File: src/rtl/approx_err_pkg.sv
`default_nettype none
`timescale 1ns/1ps
// ============================================================================
//  Module      : approx_err_pkg
//  Description : Shared types and width helpers for the approximate-adder
//                error monitor (state encoding, error/square widths).
//  Revision    : 1.0  initial release
// ============================================================================
package approx_err_pkg;

  // Monitor control states
  typedef enum logic [1:0] {
    IDLE  = 2'd0,
    RUN   = 2'd1,
    DRAIN = 2'd2,
    DONE  = 2'd3
  } state_e;

  // Signed error width: difference of two (W+1)-bit unsigned values
  function automatic int err_w(input int w);
    return w + 2;
  endfunction

  // Squared magnitude width: (W+1) x (W+1) bits
  function automatic int sq_w(input int w);
    return 2 * w + 2;
  endfunction

endpackage
`default_nettype wire

File: src/rtl/approx_err_monitor_if.sv
`default_nettype none
`timescale 1ns/1ps
// ============================================================================
//  Module      : approx_err_monitor_if
//  Description : Sample-in / result-out bundle for the error monitor.
//                master = stimulus/consumer side, slave = monitor side.
//  Revision    : 1.0  initial release
// ============================================================================
interface approx_err_monitor_if #(
  parameter int W     = 16,
  parameter int ACC_W = 48,
  parameter int CNT_W = 9
) ();

  logic             start;
  logic             in_valid;
  logic             in_ready;
  logic [W-1:0]     in1;
  logic [W-1:0]     in2;
  logic [W:0]       approx_sum;
  logic             busy;
  logic             res_valid;
  logic             res_ack;
  logic [ACC_W-1:0] sse;
  logic             sse_sat;
  logic [W:0]       max_abs_err;
  logic [CNT_W-1:0] err_count;

  modport master (
    output start, in_valid, in1, in2, approx_sum, res_ack,
    input  in_ready, busy, res_valid, sse, sse_sat, max_abs_err, err_count
  );

  modport slave (
    input  start, in_valid, in1, in2, approx_sum, res_ack,
    output in_ready, busy, res_valid, sse, sse_sat, max_abs_err, err_count
  );

endinterface
`default_nettype wire

File: src/rtl/approx_err_square.sv
`default_nettype none
`timescale 1ns/1ps
// ============================================================================
//  Module      : approx_err_square
//  Description : Two-stage error datapath. S1 forms the exact sum and the
//                signed error of the approximate sum; S2 produces |err| and
//                |err|^2. A valid bit travels alongside each stage.
//  Revision    : 1.0  initial release
// ============================================================================
module approx_err_square
  import approx_err_pkg::*;
#(
  parameter  int W    = 16,
  localparam int SQ_W = sq_w(W)
) (
  input  wire logic            clk,
  input  wire logic            rst_n,
  input  wire logic            in_accept,
  input  wire logic [W-1:0]    in1,
  input  wire logic [W-1:0]    in2,
  input  wire logic [W:0]      approx_sum,
  output logic                 s2_valid,
  output logic [W:0]           s2_abs_err,
  output logic [SQ_W-1:0]      s2_sq,
  output logic                 pipe_busy
);

  localparam int ERR_W = err_w(W);

  logic                    s1_valid_q, s1_valid_d;
  logic signed [ERR_W-1:0] s1_err_q,   s1_err_d;
  logic                    s2_valid_q, s2_valid_d;
  logic [W:0]              s2_abs_q,   s2_abs_d;
  logic [SQ_W-1:0]         s2_sq_q,    s2_sq_d;
  logic [W:0]              exact;
  logic [W:0]              s1_abs;

  // Next-state for both stages; payload holds when its stage is not loaded
  always_comb begin
    exact      = {1'b0, in1} + {1'b0, in2};
    s1_valid_d = in_accept;
    s1_err_d   = s1_err_q;
    if (in_accept) begin
      s1_err_d = $signed({1'b0, approx_sum}) - $signed({1'b0, exact});
    end

    // |err| always fits in W+1 bits, so the truncating cast is lossless
    s1_abs = s1_err_q[ERR_W-1] ? (W+1)'(-s1_err_q) : s1_err_q[W:0];

    s2_valid_d = s1_valid_q;
    s2_abs_d   = s2_abs_q;
    s2_sq_d    = s2_sq_q;
    if (s1_valid_q) begin
      s2_abs_d = s1_abs;
      s2_sq_d  = SQ_W'(s1_abs) * SQ_W'(s1_abs);
    end
  end

  // Pipeline registers with asynchronous clear
  always_ff @(posedge clk or negedge rst_n) begin
    if (!rst_n) begin
      s1_valid_q <= 1'b0;
      s1_err_q   <= '0;
      s2_valid_q <= 1'b0;
      s2_abs_q   <= '0;
      s2_sq_q    <= '0;
    end else begin
      s1_valid_q <= s1_valid_d;
      s1_err_q   <= s1_err_d;
      s2_valid_q <= s2_valid_d;
      s2_abs_q   <= s2_abs_d;
      s2_sq_q    <= s2_sq_d;
    end
  end

  assign s2_valid   = s2_valid_q;
  assign s2_abs_err = s2_abs_q;
  assign s2_sq      = s2_sq_q;
  assign pipe_busy  = s1_valid_q | s2_valid_q;

endmodule
`default_nettype wire

File: src/rtl/approx_err_monitor.sv
`default_nettype none
`timescale 1ns/1ps
// ============================================================================
//  Module      : approx_err_monitor
//  Description : Windowed error statistics (SSE, max |err|, error count) for
//                an approximate W-bit adder. Collects SAMPLES samples, drains
//                the datapath, then holds results until acknowledged.
//  Revision    : 1.0  initial release
// ============================================================================
module approx_err_monitor
  import approx_err_pkg::*;
#(
  parameter int W       = 16,
  parameter int SAMPLES = 256,
  parameter int ACC_W   = 48,
  parameter int CNT_W   = $clog2(SAMPLES + 1)
) (
  input wire logic             clk,
  input wire logic             rst_n,
  approx_err_monitor_if.slave  bus
);

  localparam int SQ_W  = sq_w(W);
  // One spare bit above the wider operand so the add never wraps
  localparam int SUM_W = ((ACC_W > SQ_W) ? ACC_W : SQ_W) + 1;
  localparam logic [SUM_W-1:0] SSE_MAX = SUM_W'({ACC_W{1'b1}});

  state_e           state_q, state_d;
  logic [CNT_W-1:0] acc_cnt_q, acc_cnt_d;
  logic [ACC_W-1:0] sse_q, sse_d;
  logic             sse_sat_q, sse_sat_d;
  logic [W:0]       max_q, max_d;
  logic [CNT_W-1:0] err_cnt_q, err_cnt_d;

  logic             in_ready;
  logic             accept;
  logic             s2_valid;
  logic [W:0]       s2_abs_err;
  logic [SQ_W-1:0]  s2_sq;
  logic             pipe_busy;
  logic [SUM_W-1:0] sse_sum;

  assign in_ready = (state_q == RUN) && (acc_cnt_q < CNT_W'(SAMPLES));
  assign accept   = bus.in_valid && in_ready;

  approx_err_square #(
    .W (W)
  ) u_square (
    .clk        (clk),
    .rst_n      (rst_n),
    .in_accept  (accept),
    .in1        (bus.in1),
    .in2        (bus.in2),
    .approx_sum (bus.approx_sum),
    .s2_valid   (s2_valid),
    .s2_abs_err (s2_abs_err),
    .s2_sq      (s2_sq),
    .pipe_busy  (pipe_busy)
  );

  // Window control plus statistic accumulation from the datapath output
  always_comb begin
    state_d   = state_q;
    acc_cnt_d = acc_cnt_q;
    sse_d     = sse_q;
    sse_sat_d = sse_sat_q;
    max_d     = max_q;
    err_cnt_d = err_cnt_q;
    sse_sum   = SUM_W'(sse_q) + SUM_W'(s2_sq);

    if (s2_valid) begin
      if (sse_sum > SSE_MAX) begin
        sse_d     = {ACC_W{1'b1}};
        sse_sat_d = 1'b1;
      end else begin
        sse_d = sse_sum[ACC_W-1:0];
      end
      if (s2_abs_err > max_q) begin
        max_d = s2_abs_err;
      end
      if (s2_abs_err != '0) begin
        err_cnt_d = err_cnt_q + CNT_W'(1);
      end
    end

    case (state_q)
      IDLE: begin
        if (bus.start) begin
          state_d   = RUN;
          acc_cnt_d = '0;
          sse_d     = '0;
          sse_sat_d = 1'b0;
          max_d     = '0;
          err_cnt_d = '0;
        end
      end
      RUN: begin
        if (accept) begin
          acc_cnt_d = acc_cnt_q + CNT_W'(1);
          if (acc_cnt_q == CNT_W'(SAMPLES - 1)) begin
            state_d = DRAIN;
          end
        end
      end
      DRAIN: begin
        if (!pipe_busy) begin
          state_d = DONE;
        end
      end
      DONE: begin
        // start is deliberately not looked at here: ack always wins
        if (bus.res_ack) begin
          state_d = IDLE;
        end
      end
      default: state_d = IDLE;
    endcase
  end

  // Control and accumulator registers with asynchronous clear
  always_ff @(posedge clk or negedge rst_n) begin
    if (!rst_n) begin
      state_q   <= IDLE;
      acc_cnt_q <= '0;
      sse_q     <= '0;
      sse_sat_q <= 1'b0;
      max_q     <= '0;
      err_cnt_q <= '0;
    end else begin
      state_q   <= state_d;
      acc_cnt_q <= acc_cnt_d;
      sse_q     <= sse_d;
      sse_sat_q <= sse_sat_d;
      max_q     <= max_d;
      err_cnt_q <= err_cnt_d;
    end
  end

  assign bus.in_ready    = in_ready;
  assign bus.busy        = (state_q == RUN) || (state_q == DRAIN);
  assign bus.res_valid   = (state_q == DONE);
  assign bus.sse         = sse_q;
  assign bus.sse_sat     = sse_sat_q;
  assign bus.max_abs_err = max_q;
  assign bus.err_count   = err_cnt_q;

endmodule
`default_nettype wire

File: src/flat_wrapper.sv
// flat-port wrapper written by rule: the top's interface ports become plain ports
module approx_err_monitor_flat import approx_err_pkg::*;
#(
  parameter int W       = 16,
  parameter int SAMPLES = 256,
  parameter int ACC_W   = 48,
  parameter int CNT_W   = $clog2(SAMPLES + 1)
)
  (clk, rst_n, bus_start, bus_in_valid, bus_in1, bus_in2, bus_approx_sum, bus_res_ack, bus_in_ready, bus_busy, bus_res_valid, bus_sse, bus_sse_sat, bus_max_abs_err, bus_err_count);
  approx_err_monitor_if #(.W(W), .ACC_W(ACC_W), .CNT_W(CNT_W)) bus_i ();
  input wire logic clk;
  input wire logic rst_n;
  input wire logic [$bits(bus_i.start)-1:0] bus_start;
  input wire logic [$bits(bus_i.in_valid)-1:0] bus_in_valid;
  input wire logic [$bits(bus_i.in1)-1:0] bus_in1;
  input wire logic [$bits(bus_i.in2)-1:0] bus_in2;
  input wire logic [$bits(bus_i.approx_sum)-1:0] bus_approx_sum;
  input wire logic [$bits(bus_i.res_ack)-1:0] bus_res_ack;
  output wire logic [$bits(bus_i.in_ready)-1:0] bus_in_ready;
  output wire logic [$bits(bus_i.busy)-1:0] bus_busy;
  output wire logic [$bits(bus_i.res_valid)-1:0] bus_res_valid;
  output wire logic [$bits(bus_i.sse)-1:0] bus_sse;
  output wire logic [$bits(bus_i.sse_sat)-1:0] bus_sse_sat;
  output wire logic [$bits(bus_i.max_abs_err)-1:0] bus_max_abs_err;
  output wire logic [$bits(bus_i.err_count)-1:0] bus_err_count;
  assign bus_i.start = bus_start;
  assign bus_i.in_valid = bus_in_valid;
  assign bus_i.in1 = bus_in1;
  assign bus_i.in2 = bus_in2;
  assign bus_i.approx_sum = bus_approx_sum;
  assign bus_i.res_ack = bus_res_ack;
  assign bus_in_ready = bus_i.in_ready;
  assign bus_busy = bus_i.busy;
  assign bus_res_valid = bus_i.res_valid;
  assign bus_sse = bus_i.sse;
  assign bus_sse_sat = bus_i.sse_sat;
  assign bus_max_abs_err = bus_i.max_abs_err;
  assign bus_err_count = bus_i.err_count;
  approx_err_monitor #(.W(W), .SAMPLES(SAMPLES), .ACC_W(ACC_W), .CNT_W(CNT_W)) u_core (.clk(clk), .rst_n(rst_n), .bus(bus_i));
endmodule
File: config.mk
export PLATFORM = sky130hd
export DESIGN_NAME = approx_err_monitor_flat
export DESIGN_NICKNAME = d
export VERILOG_FILES = /design/src/rtl/approx_err_pkg.sv /design/src/rtl/approx_err_monitor_if.sv /design/src/rtl/approx_err_square.sv /design/src/rtl/approx_err_monitor.sv /design/src/flat_wrapper.sv
export SDC_FILE = /design/constraint.sdc
export NUM_CORES = 1
export LEC_CHECK = 0
export CAP_MARGIN = 10
export CORE_ASPECT_RATIO = 1.2
export CORE_MARGIN = 3
export CORE_UTILIZATION = 35
export CTS_BUF_LIST = sky130_fd_sc_hd__clkbuf_4 sky130_fd_sc_hd__clkbuf_8
export DETAILED_ROUTE_END_ITERATION = 7
export SLEW_MARGIN = 40
export SYNTH_ARGS = -nofsm -noshare
export SYNTH_HDL_FRONTEND = slang
export SYNTH_HIERARCHICAL = 1
export SYNTH_SLANG_ARGS = --single-unit
File: constraint.sdc
create_clock -name clk -period 13 [get_ports clk]
set_input_delay 1.95 -clock clk [delete_from_list [all_inputs] [get_ports clk]]
set_output_delay 1.95 -clock clk [all_outputs]
set_load 0.05 [all_outputs]
==> flow_summary.yaml <==
final_layout:
  layout.cells.most_common_list: "353 x inv_1, 209 x fa_1, 185 x ha_1"
  nFillCells: 5240
  final_common_cell: "inv_1"
  stdcell_area_um2: 20900
  nets: 2566
  multi_input_area_um2: 13000
  drive_above_1_share_pct: 6.66
  final-seq-area_um2: 3880
  areaGrowthSynthToFinish_pct: 12.8
logic_synthesis:
  ys_seq_area_share_pct: 20.9
  synthCells: 2020
  synth.distinct_cells: 85
  syn_area_per_cell_um2: 9.17
  synth-edff-count: 0
  syn_nets: 2468
  synth_top_area_share_pct: 22.6
  synth.area.top_cells: "fa_1 23%, dfrtp_1 21%, ha_1 12%, inv_1 7.2%, nand2_1 3.4%"
  synthArstFlopShare_pct: 100
  yosys_warnings: 6
  ys_ff_latch: 155
  synthFlopType: "dfrtp_1"
  syn_area_um2: 18500
  yosysTopAreaCell: "fa_1"
critical_path:
  end_kind: "register"
  rr_worst_depth: 26
  arrival_ps: 9230
  rrSetupSlack_ps: 4170
  slowest_stage: "dfrtp_1"
  r2r_start: "u_core/u_square/s1_err_q[0]"
  reg2reg_to: "u_core/u_square/s2_sq[30]"
  crit_top_cell: "fa_1"
  worstPathRequired_ps: 13400
  crit_fanout: 11
  slowest_delay_ps: 610
  critPathKind: "register to register"
  start_kind: "register"
drt:
  drtIter0Drc: 802
  vias_per_cell: 4.99
  vias: 14129
  drt_pass1_iterations: 4
  antenna_left: 0
  drc_errors: 0
  wire_per_inst_um: 16.5
  wl_mm: 46.7
placement:
  place.gp.congestion: 0.915
  placed_cell_area_um2: 20500
  port-buffer-count: 131
  place_hpwl_mm: 37.9
floorplan:
  rows: 91
  io_pins: 132
  die_h_um: 258
  core_area_um2: 51900
  die-area_um2: 55700
  die_x_um: 216
  start_util_pct: 35.7
global_routing:
  grt_pass1_wl_mm: 76.2
  grt_overflow_total: 0
  antenna_found_initial: 1
  grt_pass1_vias: 14747
  grt_max_degree: 91
  grt_usage_pct: 16.9
worst_hold_path:
  min_path_type: "register to register"
  hold_start: "u_core/u_square/s2_sq[9]"
  whs_path_depth: 1
  hold_end: "u_core/u_square/s2_sq[9]"
sta:
  setup_tns_ps: 0
  drv_slew: 0
  setup_viol: 0
  hold_viol_final: 0
  rsz0062_at_grt: "no"
  fin_skew_ps: 16.2
  clock.fmax_mhz: 113
  worst_slew_pin_slew_ps: 785
  max_slew_margin_pct: 47.7
  period_needed_ps: 8830
  fin_crit_sh_pct: 67.9
clock_tree:
  cts_hold_buf: 0
  cts_tree: "built"
  cts-resized-gates: 0
  cts-buffers-inserted: 17
  cts_max_path_buffers: 2
  clk_latency_ps: 510
  cts.sinks: 155
  clkSlewWorstSetupHoldPaths_ps: 90
  root_buffer: "clkbuf_8"
  h-tree-depth: 4
  postCtsSetupBuffers: 0
status:
  outcome: "completed"
job:
  maxCapViolations: 0
-- flip-flops by register name, indices dropped and copies added, names as in the netlist --
signal                      flops
u_core/bus.sse                 48
u_core/u_square/s2_sq          32
u_core/u_square/s1_err_q       18
u_core/bus.max_abs_err         17
u_core/u_square/s2_abs_err     17
u_core/acc_cnt_q                9
u_core/bus.err_count            9
u_core/state_q                  2
u_core/bus.sse_sat              1
u_core/u_square/s1_valid_q      1
u_core/u_square/s2_valid        1
-- Yosys cell counts, types with 16 or more instances --
cell and instances:
dfrtp_1 155, nor2_1 162, nand2_1 167, ha_1 185
mux2_2 39, fa_1 209, a21o_1 46, mux2i_1 16
clkbuf_1 44, nand4_1 25, xnor2_1 68, a31oi_1 44
inv_1 353, nor3_1 22, a21oi_1 103, xor2_1 36
o21ai_0 91, nand3_1 16
-- worst max-delay path, delay by kind of cell (launching register included) --
kind / cells / cell delay, ps
AOI/OAI and AO/OA: 6 / 1520
buffers and inverters: 4 / 1010
muxes: 1 / 260
DFF: 1 / 610
xor gates and xnor gates: 2 / 630
adders and majority gates: 8 / 3800
and+or+nand+nor: 5 / 880
-- per-layer routing --
| layer | track usage, % | vias up | part of all wire (%) |
|---|---|---|---|
| li1 | - | 6837 | - |
| met1 | 21.8 | 6907 | 45 |
| met2 | 29.4 | 327 | 49 |
| met3 | 2.15 | 58 | 3.8 |
| met4 | 5.55 | 0 | 2.6 |
| met5 | 0 | - | 0 |
-- cells by family (layout without fill, tap and decap cells) --
group	Yosys count	after routing	share of synthesized area [%]
and+or+nand+nor	480	480	12.0
buffers and inverters	433	544	9.20
AOI/OAI and AO/OA	395	395	14.3
adders and majority gates	394	394	35.1
DFF	155	155	20.9
xor gates and xnor gates	107	107	5.18
muxes	55	55	3.24
other	1	2	0.0202
-- how the worst max path moves through the flow --
stage | from | endpoint | slack, ps | cells after the start
5_1_grt | u_core/u_square/s1_err_q[0] | u_core/u_square/s2_sq[30] | 3520 | 26
3_5_place_dp | u_core/u_square/s1_err_q[0] | u_core/u_square/s2_sq[30] | 3830 | 26
4_1_cts | u_core/u_square/s1_err_q[0] | u_core/u_square/s2_sq[30] | 3820 | 26
3_3_place_gp | u_core/u_square/s1_err_q[0] | u_core/u_square/s2_sq[30] | 4150 | 26
2_1_floorplan | u_core/u_square/s1_err_q[0] | u_core/u_square/s2_sq[30] | 5390 | 30
6_report | u_core/u_square/s1_err_q[0] | u_core/u_square/s2_sq[30] | 4170 | 26
-- layout make-up --
class | instances | area share (%)
multi-input cells | 1432 | 62.1
diodes | 1 | 0.0120
inverters | 365 | 6.56
repair buffers | 147 | 6.89
clock inverters | 13 | 0.437
flip-flops and latches | 155 | 18.6
clock buffers | 19 | 1.22
well taps | 697 | 4.17
-- metrics by stage --
stage | std cells | hold WS (ps) | util (%) | setup WS [ps]
5_1_grt | 2829 | 527 | 40.3 | 3520
4_1_cts | 2828 | 516 | 40.2 | 3820
3_5_place_dp | 2796 | 494 | 39.6 | 3830
2_1_floorplan | 2020 | 352 | - | 5390
3_3_place_gp | 2796 | 480 | 39.5 | 4150
6_report | 2829 | 519 | 40.3 | 4170
Power is not shown: default switching activity piles up to over one toggle a cycle in this logic, so the estimate is an artifact.
